[src/rtl/hdmi_packet_pkg.sv]
// Shared HDMI data-island definitions: packet type codes,
// scheduler state encoding and default slot length.
package hdmi_packet_pkg;

    localparam int PACKET_CYCLES_DEF = 32;

    typedef enum logic [2:0] {
        PKT_NULL   = 3'd0,
        PKT_ACR    = 3'd1,
        PKT_SAMPLE = 3'd2,
        PKT_AVI    = 3'd3,
        PKT_AIF    = 3'd4
    } pkt_type_e;

    typedef enum logic {
        ST_IDLE = 1'b0,
        ST_SEND = 1'b1
    } state_e;

endpackage

[src/rtl/sample_credit_counter.sv]
// Saturating count of audio samples waiting for a packet slot.
// Flags overflow when a sample arrives with the counter already full.
module sample_credit_counter #(
    parameter int WIDTH = 4
) (
    input  logic             clk_pixel,
    input  logic             reset,
    input  logic             inc,
    input  logic             dec,
    output logic [WIDTH-1:0] count,
    output logic             overflow
);

    localparam logic [WIDTH-1:0] MAX = '1;

    logic [WIDTH-1:0] count_q, count_d;

    always_comb begin
        count_d  = count_q;
        overflow = 1'b0;
        if (inc && !dec) begin
            if (count_q == MAX) begin
                overflow = 1'b1;
            end else begin
                count_d = count_q + 1'b1;
            end
        end else if (dec && !inc && count_q != '0) begin
            count_d = count_q - 1'b1;
        end
    end

    always_ff @(posedge clk_pixel or posedge reset) begin
        if (reset) begin
            count_q <= '0;
        end else begin
            count_q <= count_d;
        end
    end

    assign count = count_q;

endmodule

[src/rtl/data_island_scheduler.sv]
// Fixed-priority scheduler handing HDMI data-island slots to
// pending ACR, audio sample and infoframe packet sources.
module data_island_scheduler
    import hdmi_packet_pkg::*;
#(
    parameter int PACKET_CYCLES = PACKET_CYCLES_DEF,
    parameter int CREDIT_WIDTH  = 4
) (
    input  logic       clk_pixel,
    input  logic       reset,
    input  logic       frame_start,
    input  logic       slot_ready,
    input  logic       acr_req,
    input  logic       sample_req,
    output logic       pkt_valid,
    output logic [2:0] pkt_type,
    output logic       busy,
    output logic [3:0] overrun
);

    localparam int SCW = (PACKET_CYCLES > 1) ? $clog2(PACKET_CYCLES) : 1;
    localparam logic [SCW-1:0] LAST = SCW'(PACKET_CYCLES - 1);

    state_e            state_q, state_d;
    logic [SCW-1:0]    slot_cnt_q, slot_cnt_d;
    logic              acr_pend_q, acr_pend_d;
    logic              avi_pend_q, avi_pend_d;
    logic              aif_pend_q, aif_pend_d;
    logic              pkt_valid_q, pkt_valid_d;
    pkt_type_e         pkt_type_q, pkt_type_d;
    logic [3:0]        overrun_q, overrun_d;

    logic [CREDIT_WIDTH-1:0] credit;
    logic                    credit_ovf;
    logic                    accept;
    pkt_type_e               sel;
    logic g_acr, g_smp, g_avi, g_aif;

    // The last SEND cycle may already take the next slot back-to-back
    assign accept = slot_ready &&
                    (state_q == ST_IDLE || slot_cnt_q == LAST);

    always_comb begin
        sel = PKT_NULL;
        if (acr_pend_q) begin
            sel = PKT_ACR;
        end else if (credit != '0) begin
            sel = PKT_SAMPLE;
        end else if (avi_pend_q) begin
            sel = PKT_AVI;
        end else if (aif_pend_q) begin
            sel = PKT_AIF;
        end
    end

    assign g_acr = accept && sel == PKT_ACR;
    assign g_smp = accept && sel == PKT_SAMPLE;
    assign g_avi = accept && sel == PKT_AVI;
    assign g_aif = accept && sel == PKT_AIF;

    sample_credit_counter #(
        .WIDTH(CREDIT_WIDTH)
    ) u_credit (
        .clk_pixel (clk_pixel),
        .reset     (reset),
        .inc       (sample_req),
        .dec       (g_smp),
        .count     (credit),
        .overflow  (credit_ovf)
    );

    always_comb begin
        acr_pend_d = acr_req     | (acr_pend_q & ~g_acr);
        avi_pend_d = frame_start | (avi_pend_q & ~g_avi);
        aif_pend_d = frame_start | (aif_pend_q & ~g_aif);
        overrun_d  = {frame_start & aif_pend_q & ~g_aif,
                      frame_start & avi_pend_q & ~g_avi,
                      credit_ovf,
                      acr_req & acr_pend_q & ~g_acr};
    end

    always_comb begin
        state_d     = state_q;
        slot_cnt_d  = slot_cnt_q;
        pkt_valid_d = 1'b0;
        pkt_type_d  = pkt_type_q;
        unique case (state_q)
            ST_IDLE: begin
                if (accept) begin
                    state_d     = ST_SEND;
                    slot_cnt_d  = '0;
                    pkt_valid_d = 1'b1;
                    pkt_type_d  = sel;
                end
            end
            ST_SEND: begin
                if (accept) begin
                    slot_cnt_d  = '0;
                    pkt_valid_d = 1'b1;
                    pkt_type_d  = sel;
                end else if (slot_cnt_q == LAST) begin
                    state_d = ST_IDLE;
                end else begin
                    slot_cnt_d = slot_cnt_q + 1'b1;
                end
            end
            default: state_d = ST_IDLE;
        endcase
    end

    always_ff @(posedge clk_pixel or posedge reset) begin
        if (reset) begin
            state_q     <= ST_IDLE;
            slot_cnt_q  <= '0;
            acr_pend_q  <= 1'b0;
            avi_pend_q  <= 1'b0;
            aif_pend_q  <= 1'b0;
            pkt_valid_q <= 1'b0;
            pkt_type_q  <= PKT_NULL;
            overrun_q   <= '0;
        end else begin
            state_q     <= state_d;
            slot_cnt_q  <= slot_cnt_d;
            acr_pend_q  <= acr_pend_d;
            avi_pend_q  <= avi_pend_d;
            aif_pend_q  <= aif_pend_d;
            pkt_valid_q <= pkt_valid_d;
            pkt_type_q  <= pkt_type_d;
            overrun_q   <= overrun_d;
        end
    end

    assign pkt_valid = pkt_valid_q;
    assign pkt_type  = pkt_type_q;
    assign busy      = (state_q == ST_SEND);
    assign overrun   = overrun_q;

endmodule

[config.mk]
export PLATFORM = sky130hd
export DESIGN_NAME = data_island_scheduler
export DESIGN_NICKNAME = d
export VERILOG_FILES = /design/src/rtl/hdmi_packet_pkg.sv /design/src/rtl/sample_credit_counter.sv /design/src/rtl/data_island_scheduler.sv
export SDC_FILE = /design/constraint.sdc
export NUM_CORES = 1
export LEC_CHECK = 0
export CORE_ASPECT_RATIO = 1.25
export CORE_UTILIZATION = 51
export DETAILED_ROUTE_END_ITERATION = 7
export PLACE_DENSITY = 0.76
export SLEW_MARGIN = 20
export SYNTH_ARGS = -nofsm -noshare
export SYNTH_HDL_FRONTEND = slang
export SYNTH_SLANG_ARGS = --single-unit
[constraint.sdc]
create_clock -name clk_pixel -period 3.5 [get_ports clk_pixel]
set_clock_uncertainty 0.15 [all_clocks]
set_input_delay 0.35 -clock clk_pixel [delete_from_list [all_inputs] [get_ports clk_pixel]]
set_output_delay 0.35 -clock clk_pixel [all_outputs]
set_load 0.05 [all_outputs]
==> impl_metrics.yaml, run 1 <==
clock_tree:
  htreeDepth: 1
  cts_setup_buffers: 0
  cts_tree: "built"
  cts.hold.buffers_added: 0
  cts_sinks: 21
  cts_root_buf: "clkbuf_4"
  clockBufferDepth: 2
  clkLatencyLatePin_ns: 0.30
  cts_resized: 0
  cts_buffers: 3
  cts.reportedPaths.clkPinSlew_ns: 0.11
global_routing:
  overflow: 0
  grt_pass1_wl_um: 2856
  first_global_vias: 709
  track_usage: 0.1971
  antenna_found_initial: 0
  grt_max_degree: 22
power_and_ir_drop:
  p_leak_nw: 0.5388
  total_power_w: 0.0007885
  swShare: 0.3917
  power_frac_comb: 0.361
  p_int_w: 0.0004797
  p_per_area_nw_per_um2: 665.5
  power_frac_seq: 0.495
  p_sw_w: 0.0003088
  power.clock.fraction: 0.144
  ir_drop_mv: 0.4155
status:
  outcome: "finished, final reports clean"
finish:
  post-route-util: 0.6632
  fin_cells: 127
  syn_to_final_growth_pct: 20.48
  final_nets: 120
  layout_common_cells: "dfrtp_1 (21), clkdlybuf4s50_1 (14), nand2_1 (12), o21ai_0 (7), nor2_1 (6)"
  n_antenna_cell: 0
  fill_cells: 157
  drive_above_1_share: 0.09259
  final_common_cell: "dfrtp_1"
sta:
  clock.fmax_mhz: 357.2
  setup_tns_ns: 0
  rsz0062_at_grt: "false"
  setup_viol: 0
  hold_violations: 0
  hold_slack_ns: 0.3249
  period_share: 0.7998
  slew_headroom: 0.4895
  fin_crit_ns: 2.799
  maxSlewViolCount: 0
  worst_slew_pin_slew_ns: 0.7650
yosys:
  synth_top_family_by_area: "simple AND/OR/NAND/NOR gates"
  ys_ff_latch: 21
  yosysSeqAreaShare: 0.5344
  syn_nets: 100
  synth_fa_ha_area_frac: 0.07125
  synthSimpleGateAreaFrac: 0.1870
  synth_mux_area_frac: 0.01018
  avgSynthCellArea_sq_um: 11.05
  synthXorXnorAreaFrac: 0.01781
  netlist_instances: 89
  netlist-cell-type-count: 31
  synthesis.area_sq_um: 983.4
  synth_compound_area_frac: 0.1552
  yosys_warnings: 0
routing:
  post_drt_wl_per_cell_um: 13.35
  vias: 731
  drc_errors: 0
  dr.pass1.iters: 4
  wl_um: 1695
  vias_per_cell: 5.756
  drt_first_iter_violations: 19
  ant_nets: 0
worst_setup_path:
  r2r_start: "slot_cnt_q[0]$_DFFE_PP0P_"
  worstPathArrival_ns: 2.88
  startpoint_type: "flip-flop"
  r2r-end: "u_credit.count[3]$_DFFE_PP0P_"
  crit_type: "reg -> reg"
  regToRegSetupSlack_ns: 0.70
  worstRegToRegCells: 12
  required_ns: 3.58
  crit_fanout: 11
  cp-end-kind: "flip-flop"
floorplan:
  die_height_um: 51.10
  start_util: 0.5504
  die_w_um: 41.28
  io_pins: 15
  rows: 17
  core_area_sq_um: 1787
  dieArea_sq_um: 2109
place:
  io_buffers: 14
  dp_cells: 123
  place_hpwl_um: 1305
  gp_congestion: 0.8085
run:
  cap_violations: 0
hold_path:
  min_path_type: "in -> async"
## worst max-delay path by stage
stage | startpoint | endpoint | slack, ns
6_report | slot_cnt_q[0]$_DFFE_PP0P_ | u_credit.count[3]$_DFFE_PP0P_ | 0.70
5_1_grt | slot_cnt_q[0]$_DFFE_PP0P_ | u_credit.count[3]$_DFFE_PP0P_ | 0.58
4_1_cts | slot_cnt_q[0]$_DFFE_PP0P_ | u_credit.count[3]$_DFFE_PP0P_ | 0.70
3_5_place_dp | slot_cnt_q[0]$_DFFE_PP0P_ | u_credit.count[3]$_DFFE_PP0P_ | 0.70
3_3_place_gp | slot_cnt_q[0]$_DFFE_PP0P_ | u_credit.count[3]$_DFFE_PP0P_ | 0.78
2_1_floorplan | slot_cnt_q[0]$_DFFE_PP0P_ | u_credit.count[3]$_DFFE_PP0P_ | 0.71
## worst max-delay path: stages (launching register included)
cell and delay (ns):
dfrtp_1 0.45, ha_1 0.24, and3_1 0.19, ha_1 0.18, nor2b_1 0.11, buf_4 0.17
o31ai_1 0.09, buf_4 0.16, ha_1 0.26, a21o_1 0.17, a21oi_1 0.17, mux2i_1 0.24
xor2_1 0.15
## metal layers
metal / up-vias / GRT usage / wire [um]
met5: - / 0 / 0
met4: 0 / 0.08065 / 10
met3: 2 / 0.02609 / 45
met2: 8 / 0.3281 / 871
met1: 367 / 0.2448 / 767
li1: 354 / - / -
## per-stage QoR
stage	setup WS [ns]	area [sq um]
floorplan	0.7079	983.4
global placement	0.7823	1157
detailed placement	0.7045	1157
CTS	0.6964	1185
global route	0.5812	1185
finish	0.7006	1185
## Yosys cell counts
master | count | area, sq um
nor2b_1 | 1 | 6.260
nand4_1 | 2 | 12.51
nor2_1 | 6 | 22.52
a21bo_2 | 1 | 10.01
dfrtp_1 | 21 | 525.5
nand2b_1 | 2 | 12.51
ha_1 | 4 | 50.05
or4_4 | 1 | 11.26
a21o_1 | 2 | 15.01
o22a_1 | 2 | 17.52
fa_1 | 1 | 20.02
and2_1 | 1 | 6.260
mux2i_1 | 1 | 10.01
nand2b_4 | 1 | 13.76
nor4_4 | 1 | 21.27
a21oi_1 | 2 | 10.01
a31oi_1 | 1 | 6.260
o211a_1 | 1 | 10.01
o21a_1 | 1 | 7.510
nand3b_1 | 2 | 15.01
a22o_1 | 1 | 8.760
o21ai_0 | 7 | 35.03
nor3_1 | 1 | 5.000
buf_2 | 1 | 5.000
o311ai_0 | 1 | 8.760
xor2_1 | 2 | 17.52
o41ai_1 | 1 | 8.760
inv_1 | 5 | 18.77
o31ai_1 | 2 | 15.01
nand2_1 | 12 | 45.04
and3_1 | 2 | 12.51
## layout make-up
| class | instances | area (sq um) | share of cell area |
|---|---|---|---|
| Multi-Input combinational cell | 62 | 434.2 | 0.3664 |
| Tap cell | 19 | 23.77 | 0.02006 |
| Clock inverter | 1 | 5.005 | 0.004224 |
| Inverter | 5 | 18.77 | 0.01584 |
| Clock buffer | 3 | 22.52 | 0.01901 |
| Sequential cell | 21 | 525.5 | 0.4435 |
| Timing Repair Buffer | 16 | 155.1 | 0.1309 |
## cell families after synthesis
kind of cell | after synthesis
AO/OA/AOI/OAI | 22
XOR/XNOR | 2
adder cells (fa/ha/maj) | 5
buffers and inverters | 6
flip-flops | 21
multiplexers | 1
AND/OR/NAND/NOR | 32
## flip-flops by register name, indices dropped and copies added, names as in the netlist
signal,count
busy,1
slot_cnt_q,5
acr_pend_q,1
u_credit.count,4
avi_pend_q,1
aif_pend_q,1
pkt_valid,1
overrun,4
pkt_type,3
## power by group through the flow
stage	Sequential (W)	Clock [W]	Combinational, W
floorplan	0.000433	0	0.000159
global placement	0.000391	0	0.000281
detailed placement	0.000396	0	0.000287
CTS	0.000391	0.000116	0.000288
global route	0.000402	0.000126	0.000320
finish	0.000390	0.000113	0.000285
(Power assumes the default switching activity.)
==> run 2, diff against run 1 <==
--- a/config.mk
+++ b/config.mk
@@ -6,9 +6,9 @@
 export NUM_CORES = 1
 export LEC_CHECK = 0
 export CORE_ASPECT_RATIO = 1.25
-export CORE_UTILIZATION = 51
+export CORE_UTILIZATION = 46
 export DETAILED_ROUTE_END_ITERATION = 7
-export PLACE_DENSITY = 0.76
+export PLACE_DENSITY = 0.72
 export SLEW_MARGIN = 20
 export SYNTH_ARGS = -nofsm -noshare
 export SYNTH_HDL_FRONTEND = slang
==> constraint.sdc (replaced) <==
create_clock -name clk_pixel -period 2.2 [get_ports clk_pixel]
set_clock_uncertainty 0.15 [all_clocks]
set_input_delay 0.22 -clock clk_pixel [delete_from_list [all_inputs] [get_ports clk_pixel]]
set_output_delay 0.22 -clock clk_pixel [all_outputs]
set_load 0.05 [all_outputs]
==> run 2 against run 1 <==
The run now ends with design-rule violations, negative setup slack left. Routed wire length increased by 27%. Clock power up 66%. Sequential power up 52%. Register-to-register slack worse by 0.83 ns. Global-route usage is 0.54 points higher.
==> impl_metrics.yaml, run 2 (synthesis results as in run 1) <==
sta:
  clock.fmax_mhz: 428.7
  hold_violations: 0
  slew_headroom: 0.6677
  worst_slew_pin_slew_ns: 0.4969
  finalWorstSetupSlack_ns: -0.1329
  period_share: 1.060
  fin_crit_ns: 2.333
  hold_slack_ns: 0.1105
  rsz0062_at_grt: "true"
  maxSlewViolCount: 0
  setup_viol: 3
place:
  gp_congestion: 0.8066
  dpl_cell_area_sq_um: 1301
  place_hpwl_um: 1495
  io_buffers: 14
  dp_cells: 138
global_routing:
  busiest_layer: "met2"
  grt_pass1_wl_um: 3450
  track_usage: 0.2024
  first_global_vias: 778
  met3_usage: 0.02013
  use_met2: 0.3737
  grt_max_degree: 22
  overflow: 0
  use_met1: 0.2424
  antenna_found_initial: 0
floorplan:
  die_w_um: 43.36
  dieArea_sq_um: 2328
  core_area_sq_um: 2004
  io_pins: 15
  rows: 18
  die_height_um: 53.70
  start_util: 0.4906
finish:
  largest_reg_flops: 5
  n_antenna_cell: 0
  largest_register: "slot_cnt_q"
  fin_cells: 148
  drive_above_1_share: 0.2969
  final_area_sq_um: 1413
  syn_to_final_growth_pct: 43.64
  final_nets: 140
  layout_common_cells: "dfrtp_1 (21), buf_4 (20), clkdlybuf4s50_1 (14), nand2_1 (12), o21ai_0 (7)"
  final_common_cell: "dfrtp_1"
routing:
  drt_first_iter_violations: 12
  drc_errors: 2
  vias_per_cell: 5.439
  wl_um: 2159
  dr.pass1.iters: 6
  ant_nets: 0
  post_drt_wl_per_cell_um: 14.59
  vias: 805
clock_tree:
  cts_buffers: 3
  clkLatencyLatePin_ns: 0.30
  cts.reportedPaths.clkPinSlew_ns: 0.12
  cts_root_buf: "clkbuf_4"
  clockBufferDepth: 2
  cts_sinks: 21
  htreeDepth: 1
  cts_tree: "built"
status:
  outcome: "finished with violations"
  violations: "design-rule violations, negative setup slack"
run:
  cap_violations: 0
power_and_ir_drop:
  ir_drop_mv: 0.8509
  total_power_w: 0.001509
  p_leak_nw: 0.6466
  p_per_area_nw_per_um2: 1068
worst_setup_path:
  regToRegSetupSlack_ns: -0.13
  worstPathArrival_ns: 2.42
  r2r-end: "u_credit.count[3]$_DFFE_PP0P_"
  r2r_start: "slot_cnt_q[1]$_DFFE_PP0P_"
  cp-end-kind: "flip-flop"
  worstRegToRegCells: 10
  crit_type: "reg -> reg"
  startpoint_type: "flip-flop"
  required_ns: 2.29
  crit_fanout: 2
hold_path:
  min_path_type: "in -> async"
run 2: layout make-up:
class / instances / area [sq um]
fillers: 161 / 591.8
flip-flops and latches: 21 / 525.5
multi-input cells: 62 / 504.2
repair buffers: 36 / 312.8
clock buffers: 4 / 26.28
well taps: 20 / 25.02
inverters: 5 / 18.77
run 2: how the worst max path moves through the flow:
stage,from,to,slack [ns],depth (start not counted)
2_1_floorplan,slot_cnt_q[0]$_DFFE_PP0P_,u_credit.count[3]$_DFFE_PP0P_,-0.28,11
3_3_place_gp,slot_cnt_q[1]$_DFFE_PP0P_,u_credit.count[3]$_DFFE_PP0P_,-0.15,10
3_5_place_dp,slot_cnt_q[1]$_DFFE_PP0P_,u_credit.count[3]$_DFFE_PP0P_,-0.20,10
4_1_cts,slot_cnt_q[0]$_DFFE_PP0P_,u_credit.count[3]$_DFFE_PP0P_,-0.13,11
5_1_grt,slot_cnt_q[0]$_DFFE_PP0P_,u_credit.count[3]$_DFFE_PP0P_,-0.24,11
6_report,slot_cnt_q[1]$_DFFE_PP0P_,u_credit.count[3]$_DFFE_PP0P_,-0.13,10
run 2: what timing repair did:
| item | in CTS | in global routing |
|---|---|---|
| setup buffers | 4 | 3 |
| pin swaps | 8 | 8 |
| hold buffers | 0 | 0 |
| resized for setup | 7 | 2 |
| setup endpoints to repair | 3 | 3 |
run 2: per-stage QoR:
step	setup TNS [ns]	utilization	setup slack, ns
after floorplan	-0.3293	-	-0.2756
after global placement	-0.2132	0.6492	-0.1468
after detailed placement	-0.3504	0.6492	-0.2028
after CTS	-0.2740	0.6898	-0.1252
after global routing	-0.5767	0.7047	-0.2404
final	-0.3162	0.7047	-0.1329
run 2: power breakdown:
part	total, W	internal [W]	switching, W
logic	0.000727	0.000365	0.000362
clock network	0.000188	0.0000706	0.000117
registers	0.000594	0.000495	0.0000985
run 2: worst max-delay path: stages, from the launching register on:
cell     delay (ns)
dfrtp_1        0.41
ha_2           0.19
and3_4         0.15
ha_4           0.16
nor2b_4        0.14
o31ai_4        0.08
ha_1           0.29
a21o_1         0.21
a21oi_4        0.12
mux2i_1        0.22
xor2_1         0.15
run 2: per-layer routing:
layer / up-vias / part of all wire / wire length, um
met4: 0 / 0.0060 / 13
met3: 2 / 0.028 / 61
met2: 14 / 0.54 / 1158
li1: 393 / - / -
met1: 396 / 0.43 / 926
met5: - / 0 / 0
==> run 3, diff against run 2 <==
--- a/config.mk
+++ b/config.mk
@@ -6,8 +6,9 @@
 export NUM_CORES = 1
 export LEC_CHECK = 0
 export CORE_ASPECT_RATIO = 1.25
-export CORE_UTILIZATION = 46
+export CORE_UTILIZATION = 54
 export DETAILED_ROUTE_END_ITERATION = 7
+export DONT_BUFFER_PORTS = 1
 export PLACE_DENSITY = 0.72
 export SLEW_MARGIN = 20
 export SYNTH_ARGS = -nofsm -noshare
==> run 3 against run 2 <==
The flow finishes with violations (negative setup slack). Global-route usage is 3.1 points higher. Final area is 13% lower. Fmax is 0.44% lower. Sequential share of layout area is 5.7 points higher. Clock-buffer cell count stayed put. First-iteration DRC count is 67% higher. Setup slack worse by 0.010 ns. Sequential power is 14% higher. Critical endpoint unchanged.
==> impl_metrics.yaml, run 3 (synthesis results as in run 1) <==
status:
  outcome: "finished with violations"
  violations: "negative setup slack"
floorplan:
  start_util: 0.5991
  die_w_um: 40.17
  die_height_um: 49.72
  core_area_sq_um: 1642
  dieArea_sq_um: 1997
  io_pins: 15
  rows: 16
routing:
  drc_errors: 0
  vias_per_cell: 5.876
  post_drt_wl_per_cell_um: 14.91
  met3WireLength_um: 64
  ant_nets: 0
  top_layer: "met4"
  wl_um: 1923
  drt_first_iter_violations: 20
  dr.pass1.iters: 4
  vias: 758
  m1WireLength_um: 779
  wl_met2_um: 1046
worst_setup_path:
  worstPathArrival_ns: 2.42
  startpoint_type: "flip-flop"
  required_ns: 2.28
  crit_fanout: 3
  crit_type: "reg -> reg"
  cp-end-kind: "flip-flop"
place:
  io_buffers: 0
  dp_cells: 119
  place_hpwl_um: 1406
  gp_congestion: 0.7564
  dpl_cell_area_sq_um: 1136
clock_tree:
  cts_root_buf: "clkbuf_4"
  clockBufferDepth: 2
  htreeDepth: 1
  cts_sinks: 21
  cts.reportedPaths.clkPinSlew_ns: 0.11
  cts_tree: "built"
  clkLatencyLatePin_ns: 0.29
  cts_buffers: 3
finish:
  syn_to_final_growth_pct: 24.55
  final_common_cell: "dfrtp_1"
  drive_above_1_share: 0.2523
  largest_reg_flops: 5
  fill_cells: 118
  largest_register: "slot_cnt_q"
  n_antenna_cell: 0
  final_area_sq_um: 1225
  seq_area_sq_um: 525.5
  final_nets: 123
  post-route-util: 0.7462
  fin_cells: 129
  multiInputGateArea_sq_um: 479.2
  layout_common_cells: "dfrtp_1 (21), buf_4 (15), nand2_1 (12), o21ai_0 (7), nor2_1 (6)"
global_routing:
  track_usage: 0.2336
  grt_max_degree: 22
  grt_pass1_wl_um: 3229
  antenna_found_initial: 0
  first_global_vias: 780
  overflow: 0
run:
  cap_violations: 0
sta:
  clock.fmax_mhz: 426.8
  finalWorstSetupSlack_ns: -0.1432
  hold_violations: 0
  slew_headroom: 0.4838
  rsz0062_at_grt: "true"
  maxSlewViolCount: 0
  fin_crit_ns: 2.343
  period_share: 1.065
  worst_slew_pin_slew_ns: 0.7734
  setup_viol: 1
  setup_tns_ns: -0.1432
power_and_ir_drop:
  total_power_w: 0.001386
  p_per_area_nw_per_um2: 1132
  p_leak_nw: 0.5707
  ir_drop_mv: 0.8548
hold_path:
  min_path_type: "in -> reg"
-- run 3: area by class of cell --
class	instances	share of cell area
Timing Repair Buffer	19	0.1246
Inverter	5	0.01532
Tap cell	18	0.01839
Sequential cell	21	0.4290
Clock buffer	4	0.02145
Multi-Input combinational cell	62	0.3912
-- run 3: path summary, 6_finish.rpt --
kind	startpoint	to	slack (ns)	cells past startpoint
worst max register to register	slot_cnt_q[1]$_DFFE_PP0P_	u_credit.count[3]$_DFFE_PP0P_	-0.14	10
min in group asynchronous	reset	overrun[0]$_DFF_PP0_	0.35	2
worst min-delay path	sample_req	overrun[1]$_DFF_PP0_	0.01	3
max in group asynchronous	reset	slot_cnt_q[0]$_DFFE_PP0P_	1.07	2
worst max-delay path	slot_cnt_q[1]$_DFFE_PP0P_	u_credit.count[3]$_DFFE_PP0P_	-0.14	10
worst min register to register	aif_pend_q$_DFF_PP0_	pkt_type[2]$_DFFE_PP0P_	0.40	2
-- run 3: worst max-delay path: stages (launching register included) --
cell,delay [ns]
dfrtp_1,0.38
ha_2,0.18
and3_4,0.18
ha_4,0.13
nor2b_4,0.04
o31ai_4,0.26
ha_1,0.27
a21o_1,0.16
a21oi_2,0.13
mux2i_1,0.23
xor2_1,0.16
-- run 3: through the flow --
step	hold WS [ns]	setup WS [ns]
after floorplan	0.04653	-0.2756
after global placement	0.1250	-0.1354
after detailed placement	0.1388	-0.2328
after CTS	0.001718	-0.1549
after global routing	0.002586	-0.2812
final	0.01312	-0.1432
-- run 3: power by group --
| group | internal (W) | leakage (nW) | switching [W] | total [W] |
|---|---|---|---|---|
| combinational | 0.000289 | 0.313 | 0.000239 | 0.000528 |
| clock | 0.0000706 | 0.0150 | 0.000109 | 0.000180 |
| sequential | 0.000494 | 0.242 | 0.000184 | 0.000678 |
| total | 0.000854 | 0.571 | 0.000532 | 0.00139 |
-- run 3: repair_timing --
action                                  4_1_cts  5_1_grt
endpoints found under the setup margin        3        3
pin swaps                                     0        0
endpoints found under the hold margin        31        0
gates resized for setup                       2        0
hold buffers                                  4        0
buffers inserted                              1        1
-- run 3: metal layers --
layer	GRT usage	vias to the layer above
li1	-	361
met1	0.3018	374
met2	0.3629	19
met3	0.04955	4
met4	0.1056	0
met5	0	-
